[src/rtl/mem_arbiter.sv]
// Two-master memory arbiter: instruction fetch and data ports share one request bus,
// with alternating priority on conflicts and a per-transaction acknowledge timeout.
module mem_arbiter #(
    parameter int ADDR_WIDTH = 32,
    parameter int DATA_WIDTH = 32,
    parameter int TIMEOUT    = 16
) (
    input  logic                    clk_i,
    input  logic                    rst_i,
    input  logic                    if_req_i,
    input  logic [ADDR_WIDTH-1:0]   if_addr_i,
    output logic [DATA_WIDTH-1:0]   if_rdata_o,
    output logic                    if_ack_o,
    input  logic                    dm_req_i,
    input  logic                    dm_we_i,
    input  logic [DATA_WIDTH/8-1:0] dm_be_i,
    input  logic [ADDR_WIDTH-1:0]   dm_addr_i,
    input  logic [DATA_WIDTH-1:0]   dm_wdata_i,
    output logic [DATA_WIDTH-1:0]   dm_rdata_o,
    output logic                    dm_ack_o,
    output logic                    mem_req_o,
    output logic                    mem_we_o,
    output logic [DATA_WIDTH/8-1:0] mem_be_o,
    output logic [ADDR_WIDTH-1:0]   mem_addr_o,
    output logic [DATA_WIDTH-1:0]   mem_wdata_o,
    input  logic [DATA_WIDTH-1:0]   mem_rdata_i,
    input  logic                    mem_ack_i,
    output logic                    err_o
);
    localparam int BE_W  = DATA_WIDTH / 8;
    localparam int CNT_W = $clog2(TIMEOUT + 1);
    localparam logic [CNT_W-1:0] CNT_LAST = CNT_W'(TIMEOUT - 1);

    typedef enum logic [1:0] {IDLE, GNT_I, GNT_D, RESP} state_t;

    state_t                  state_q;
    logic                    last_gnt_q;   // 0 = fetch granted last, 1 = data
    logic [CNT_W-1:0]        cnt_q;
    logic                    mem_req_q, mem_we_q;
    logic [BE_W-1:0]         mem_be_q;
    logic [ADDR_WIDTH-1:0]   mem_addr_q;
    logic [DATA_WIDTH-1:0]   mem_wdata_q;
    logic [DATA_WIDTH-1:0]   if_rdata_q, dm_rdata_q;
    logic                    if_ack_q, dm_ack_q, err_q;

    logic pick_i, pick_d;

    // On conflict, fetch wins only if data was granted at the previous conflict.
    assign pick_i = if_req_i && (!dm_req_i || last_gnt_q);
    assign pick_d = dm_req_i && !pick_i;

    always_ff @(posedge clk_i or negedge rst_i) begin
        if (!rst_i) begin
            state_q     <= IDLE;
            last_gnt_q  <= 1'b0;
            cnt_q       <= '0;
            mem_req_q   <= 1'b0;
            mem_we_q    <= 1'b0;
            mem_be_q    <= '0;
            mem_addr_q  <= '0;
            mem_wdata_q <= '0;
            if_rdata_q  <= '0;
            dm_rdata_q  <= '0;
            if_ack_q    <= 1'b0;
            dm_ack_q    <= 1'b0;
            err_q       <= 1'b0;
        end else begin
            if_ack_q <= 1'b0;
            dm_ack_q <= 1'b0;
            err_q    <= 1'b0;
            case (state_q)
                IDLE: begin
                    if (pick_i) begin
                        state_q     <= GNT_I;
                        mem_req_q   <= 1'b1;
                        mem_we_q    <= 1'b0;
                        mem_be_q    <= '1;
                        mem_addr_q  <= if_addr_i;
                        mem_wdata_q <= '0;
                        cnt_q       <= '0;
                    end else if (pick_d) begin
                        state_q     <= GNT_D;
                        mem_req_q   <= 1'b1;
                        mem_we_q    <= dm_we_i;
                        mem_be_q    <= dm_be_i;
                        mem_addr_q  <= dm_addr_i;
                        mem_wdata_q <= dm_wdata_i;
                        cnt_q       <= '0;
                    end
                    if (if_req_i && dm_req_i) begin
                        last_gnt_q <= pick_d;
                    end
                end
                GNT_I, GNT_D: begin
                    // An ack arriving on the expiry cycle still counts as a normal completion.
                    if (mem_ack_i) begin
                        mem_req_q <= 1'b0;
                        state_q   <= RESP;
                        if (state_q == GNT_I) begin
                            if_rdata_q <= mem_rdata_i;
                            if_ack_q   <= 1'b1;
                        end else begin
                            if (!mem_we_q) begin
                                dm_rdata_q <= mem_rdata_i;
                            end
                            dm_ack_q <= 1'b1;
                        end
                    end else if (cnt_q == CNT_LAST) begin
                        mem_req_q <= 1'b0;
                        state_q   <= RESP;
                        err_q     <= 1'b1;
                        if (state_q == GNT_I) begin
                            if_rdata_q <= '0;
                            if_ack_q   <= 1'b1;
                        end else begin
                            dm_rdata_q <= '0;
                            dm_ack_q   <= 1'b1;
                        end
                    end else begin
                        cnt_q <= cnt_q + 1'b1;
                    end
                end
                default: begin
                    state_q <= IDLE;
                end
            endcase
        end
    end

    assign if_rdata_o  = if_rdata_q;
    assign if_ack_o    = if_ack_q;
    assign dm_rdata_o  = dm_rdata_q;
    assign dm_ack_o    = dm_ack_q;
    assign mem_req_o   = mem_req_q;
    assign mem_we_o    = mem_we_q;
    assign mem_be_o    = mem_be_q;
    assign mem_addr_o  = mem_addr_q;
    assign mem_wdata_o = mem_wdata_q;
    assign err_o       = err_q;
endmodule
[config.mk]
export PLATFORM = sky130hd
export DESIGN_NAME = mem_arbiter
export DESIGN_NICKNAME = d
export VERILOG_FILES = /design/src/rtl/mem_arbiter.sv
export SDC_FILE = /design/constraint.sdc
export NUM_CORES = 1
export LEC_CHECK = 0
export ABC_AREA = 0
export CAP_MARGIN = 20
export CORE_ASPECT_RATIO = 0.9
export CORE_MARGIN = 2
export CORE_UTILIZATION = 41
export DETAILED_ROUTE_END_ITERATION = 10
export PLACE_DENSITY_LB_ADDON = 0.1
export SYNTH_ARGS = -nofsm -noshare
export SYNTH_HDL_FRONTEND = slang
export SYNTH_SLANG_ARGS = --single-unit
export TNS_END_PERCENT = 20
[constraint.sdc]
create_clock -name clk_i -period 2.6 [get_ports clk_i]
set_input_delay 0.39 -clock clk_i [delete_from_list [all_inputs] [get_ports clk_i]]
set_output_delay 0.39 -clock clk_i [all_outputs]
set_load 0.05 [all_outputs]
# Word level (Yosys, flattened, before mapping)

Cells that the tools add are included.

Register bits after elaboration: 145
Bits in latches: 0
RAM bits: 0
Bits in read-only memories: 0
Input port bits: 138
Output and inout bits: 137
Word-level logic and storage cells: 84
Memories kept: 0

Add/sub/neg operators: 1
Multipliers: 0
Div/mod/pow operators: 0
$lt $le $gt $ge: 0
Equality and inequality tests: 8
Shift-type cells: 0
Mux-type cells: 43
Bitwise operators: 1
Reductions and logical operators: 18

Operators with widths:

| cell                                                                   | count |
|---|---|
| 32-bit two-way mux                                                     | 13 |
| 5-bit two-way mux                                                      | 4 |
| 1-bit two-way mux                                                      | 17 |
| 5-bit one-hot mux with 2 select lines                                  | 1 |
| 2-bit two-way mux                                                      | 4 |
| 4-bit two-way mux                                                      | 2 |
| 4-bit AND reduction                                                    | 2 |
| 2-bit != test (second input constant)                                  | 3 |
| 3-bit != test (second input constant)                                  | 2 |
| 2-bit AND reduction                                                    | 3 |
| 3-bit AND reduction                                                    | 2 |
| 2-bit nonzero test                                                     | 3 |
| 5-bit by 1-bit adder with 5-bit output (second input constant)         | 1 |
| 5-bit by 4-bit equality test with 1-bit output (second input constant) | 1 |
| 2-bit one-hot mux with 2 select lines                                  | 1 |
| 1-bit logical AND                                                      | 3 |
| 2-bit by 1-bit equality test with 1-bit output (second input constant) | 1 |
| 2-bit equality test (second input constant)                            | 1 |
| 1-bit zero test                                                        | 2 |
| 2-bit zero test                                                        | 1 |
| 1-bit one-hot mux with 2 select lines                                  | 1 |
| 2-bit OR reduction                                                     | 1 |
| 1-bit logical OR                                                       | 1 |
| 1-bit inverter                                                         | 1 |

# Longest topological paths before layout

Gate-level depths: netlist of run 1.

Depth in word-level cells: 8
Mapped depth: 9
Depth with buffers taken out: 7

# Worst setup path after synthesis of run 1

OpenSTA, ideal clock, no wires.

Kind: register to register
Start: register cnt_q[0]
End: register if_rdata_q[24], in the netlist if_rdata_o[24]
Setup time: 0.083 ns
Arrival: 1.838 ns
Required time: 2.517 ns
Setup slack: 0.679 ns
Cell stages (with the launch flop): 10
Buffers on the path: 2
Period minus slack after synthesis: 1.921 ns
Cells stage by stage: dfrtp_1 > ha_1 > and3_1 > ha_1 > o21a_1 > nand2_1 > buf_2 > clkbuf_1 > nand2_1 > o21ai_0

Word-level cells in the longest chain between the ends: 3

RTL lines:

| what                                           | RTL line | source |
|---|---|---|
| start: declaration                             | 38       | `logic [CNT_W-1:0] cnt_q;` |
| start signal: assignment                       | 120      | `cnt_q <= cnt_q + 1'b1;` |
| 5-bit by 4-bit equality test with 1-bit output | 108      | `end else if (cnt_q == CNT_LAST) begin` |
| 2-bit nonzero test (no line)                   | -        |  |
| 3-bit AND reduction (no line)                  | -        |  |
| end signal: assignment                         | 100      | `if_rdata_q <= mem_rdata_i;` |
| end: declaration                               | 43       | `logic [DATA_WIDTH-1:0] if_rdata_q, dm_rdata_q;` |

No other way between the ends.
A chain may end at the register's enable or synchronous reset.

# Worst setup path in the final report of run 1

Start: register cnt_q[0]
End: register dm_rdata_q[31], in the netlist dm_rdata_o[31]

Word-level cells in the longest chain between the ends: 3

RTL lines:

| what                                           | RTL line | source |
|---|---|---|
| 5-bit by 4-bit equality test with 1-bit output | 108      |  |
| 2-bit nonzero test (no line)                   | -        |  |
| 4-bit AND reduction (no line)                  | -        |  |
| end signal: assignment                         | 104      | `dm_rdata_q <= mem_rdata_i;` |
| end: declaration                               | 43       |  |

No other way between the ends.

==> impl_metrics.yaml, run 1 <==
critical_path:
  startpoint_type: "flop"
  crit_arrival_ps: 2620
  r2r-end: "dm_rdata_o[31]"
  worst_path_max_delay_cell: "buf_4"
  crit_required_ps: 2860
  crit-reg2reg-launch: "cnt_q[0]"
  crit_type: "flop to flop"
  cpPeakStageDelay_ps: 510
  r2r_setup_slack_ps: 240
  cp_max_fo: 64
  crit_chain: "ha_1 > and3_1 > ha_1 > o21ai_4 > a211o_2 > buf_4 > o21ai_0"
  end_kind: "flop"
  cpMostUsedCell: "ha_1"
  reg2reg_depth: 7
routing:
  drtPass1Iterations: 4
  dr.first_iter.drc_count: 261
  detail_route.wl_per_cell_um: 16.36
  vias_per_cell: 4.944
  drt-total-wl_mm: 16.35
  route.detailed.drc: 0
  vias: 4939
  ant_nets: 0
run:
  drv_cap: 0
cts:
  cts_tree: "done"
  cts-resized-gates: 0
  cts_buffer_depth: 2
  h-tree-depth: 4
  cts_num_sinks: 145
  clkLatencyLatePin_ps: 420
  cts_root_buf: "clkbuf_16"
  path_clk_slew_ps: 60
  cts_buffers: 17
placement:
  place_area_um2: 8775
  io_buffers: 274
  gp_congestion: 0.7766
  dp_hpwl_mm: 11.58
synth:
  yosys_register_bits: 145
  yosys.area.top_type: "dfrtp_1"
  yosysMostFrequentCell: "dfrtp_1"
  yosysWarnings: 0
  synth_ff_type: "dfrtp_1"
  syn_nets: 673
  async_reset_ff_frac: 1.000
  syn_area_um2: 5899
  synth_top_area_share: 0.6151
  yosys-top-cells-area: "dfrtp_1, nand2_1, mux2i_1"
  syn_inst: 530
  synth.distinct_cells: 34
  synth_edf_count: 0
  avgSynthCellArea_um2: 11.13
  synth_top_cells_by_count: "dfrtp_1, nand2_1, o21ai_1, o21ai_0, a22o_1"
  yosysSeqAreaShare: 0.6151
sta:
  finalHoldViolCount: 0
  fmax_mhz: 423.2
  setup_tns_ps: 0
  slew_viol_final: 0
  setup_viol: 0
  finClkSkew_ps: 7.883
  rsz0062_at_grt: "no"
  period_minus_slack_ps: 2363
  slew_headroom: 0.5832
  fin_crit_sh: 0.9089
  worst_pin_slew_ps: 625.1
die:
  die_y_um: 117.8
  core_region_area_um2: 14060
  start_util: 0.4197
  die_w_um: 130.4
  die_area_um2: 15370
  io-pin-count: 275
  row_count: 41
final_layout:
  nets: 938
  nFillCells: 1120
  drive_gt1_frac: 0.07320
  diodes: 0
  stdcell_area_um2: 9425
  syn_to_final_growth_pct: 59.77
power_and_ir_drop:
  p_int_mw: 7.333
  ir_worst_vdd_mv: 0.8637
  power_density_nw_per_um2: 1434
  p_leak_nw: 4.200
  p_comb_frac: 0.533
  switchingPower_mw: 6.187
  power_frac_seq: 0.272
  swShare: 0.4576
  clkPwrFrac: 0.195
global_route:
  grt_max_degree: 82
  grt_antenna_before_repair: 0
  grt_pass1_vias: 4941
  grt_usage: 0.2152
  grt_overflow: 0
  grt_pass1_wl_mm: 25.52
worst_hold_path:
  min_from: "mem_addr_o[28]"
  hold_class: "flop to flop"
  min_path_cells: 2
  hold_end: "mem_addr_o[28]"
status:
  status: "finished, final reports clean"
-- power by group through the flow --
| stage | clock, mW | sequential [mW] | combinational [mW] |
|---|---|---|---|
| floorplan | 0 | 6.66 | 1.84 |
| global placement | 0 | 3.67 | 7.12 |
| detailed placement | 0 | 3.70 | 7.24 |
| CTS | 2.70 | 3.68 | 7.27 |
| global route | 2.80 | 3.79 | 7.58 |
| finish | 2.63 | 3.68 | 7.21 |
-- layout make-up --
cell class	instances	area, µm²	area share
Multi-Input combinational cell	340	2017	0.2140
Clock inverter	10	183.9	0.01951
Clock buffer	20	456.7	0.04845
Sequential cell	145	3628	0.3850
Timing Repair Buffer	284	2872	0.3047
Inverter	7	26.28	0.002788
Tap cell	193	241.5	0.02562
-- per-layer routing --
layer	global-route usage	vias to the layer above	share of wire
met2	0.3694	183	0.51
met3	0.05818	24	0.064
met1	0.2553	2371	0.41
li1	-	2361	-
met5	0	-	0
met4	0.08444	0	0.021
-- through the flow --
step | setup slack (ps) | instances | util | hold WS [ps] | total power, mW
6_report | 236.9 | 999 | 0.6706 | 477.7 | 13.52
5_1_grt | 64.05 | 999 | 0.6706 | 500.3 | 14.17
4_1_cts | 236.5 | 999 | 0.6706 | 482.4 | 13.65
3_5_place_dp | 259.3 | 968 | 0.6243 | 398.8 | 10.94
3_3_place_gp | 419.3 | 968 | 0.6243 | 395.8 | 10.78
2_1_floorplan | 679.4 | 530 | - | 94.41 | 8.496
-- worst max-delay path: cells and delay by family (launching register included) --
family / cells / cell delay, ps
adders and majority gates: 2 / 510
and+or+nand+nor: 1 / 200
AOI/OAI and AO/OA: 3 / 560
DFF: 1 / 410
buffers and inverters: 1 / 510
-- cells by family after synthesis --
| kind of cell | synth area share |
|---|---|
| buffers and inverters | 0.04496 |
| DFF | 0.6151 |
| adders and majority gates | 0.01060 |
| and+or+nand+nor | 0.09693 |
| AOI/OAI and AO/OA | 0.1767 |
| xor gates and xnor gates | 0.001485 |
| muxes | 0.05430 |
-- sequential cells by signal, summed over array words and instances, names as in the netlist --
register and count:
err_o 1, dm_rdata_o 32, mem_we_o 1, cnt_q 5, state_q 2, if_ack_o 1, mem_req_o 1, if_rdata_o 32
dm_ack_o 1, last_gnt_q 1, mem_be_o 4, mem_wdata_o 32, mem_addr_o 32
-- repair_timing --
item | in CTS | in global routing
hold endpoints to repair | 59 | 0
hold buffers | 1 | 0
buffers inserted | 0 | 0
-- worst max path at each step --
stage,start,slack [ps],endpoint
floorplan,cnt_q[0],680,if_rdata_o[24]
global placement,mem_ack_i,420,dm_rdata_o[31]
detailed placement,cnt_q[0],260,dm_rdata_o[31]
CTS,cnt_q[0],240,dm_rdata_o[31]
global route,cnt_q[0],60,dm_rdata_o[19]
finish,cnt_q[0],240,dm_rdata_o[31]
-- cell usage in the layout (no fill, tap or decap), drive strengths merged, types with 4 or more instances in the layout --
cell type        n
clkdlybuf4s50  273
clkbuf          20
mux2i           32
inv              7
a22o            35
o21ai          105
buf             10
dfrtp          145
bufinv           5
ha               5
nand2          134
nand3            5
o22a             4
(Power assumes the default switching activity.)
==> inputs of run 2 (changes only) <==
- TNS_END_PERCENT: 20 -> default
==> results of run 2 <==
Final layout, timing and power as in run 1 (identical DEF).
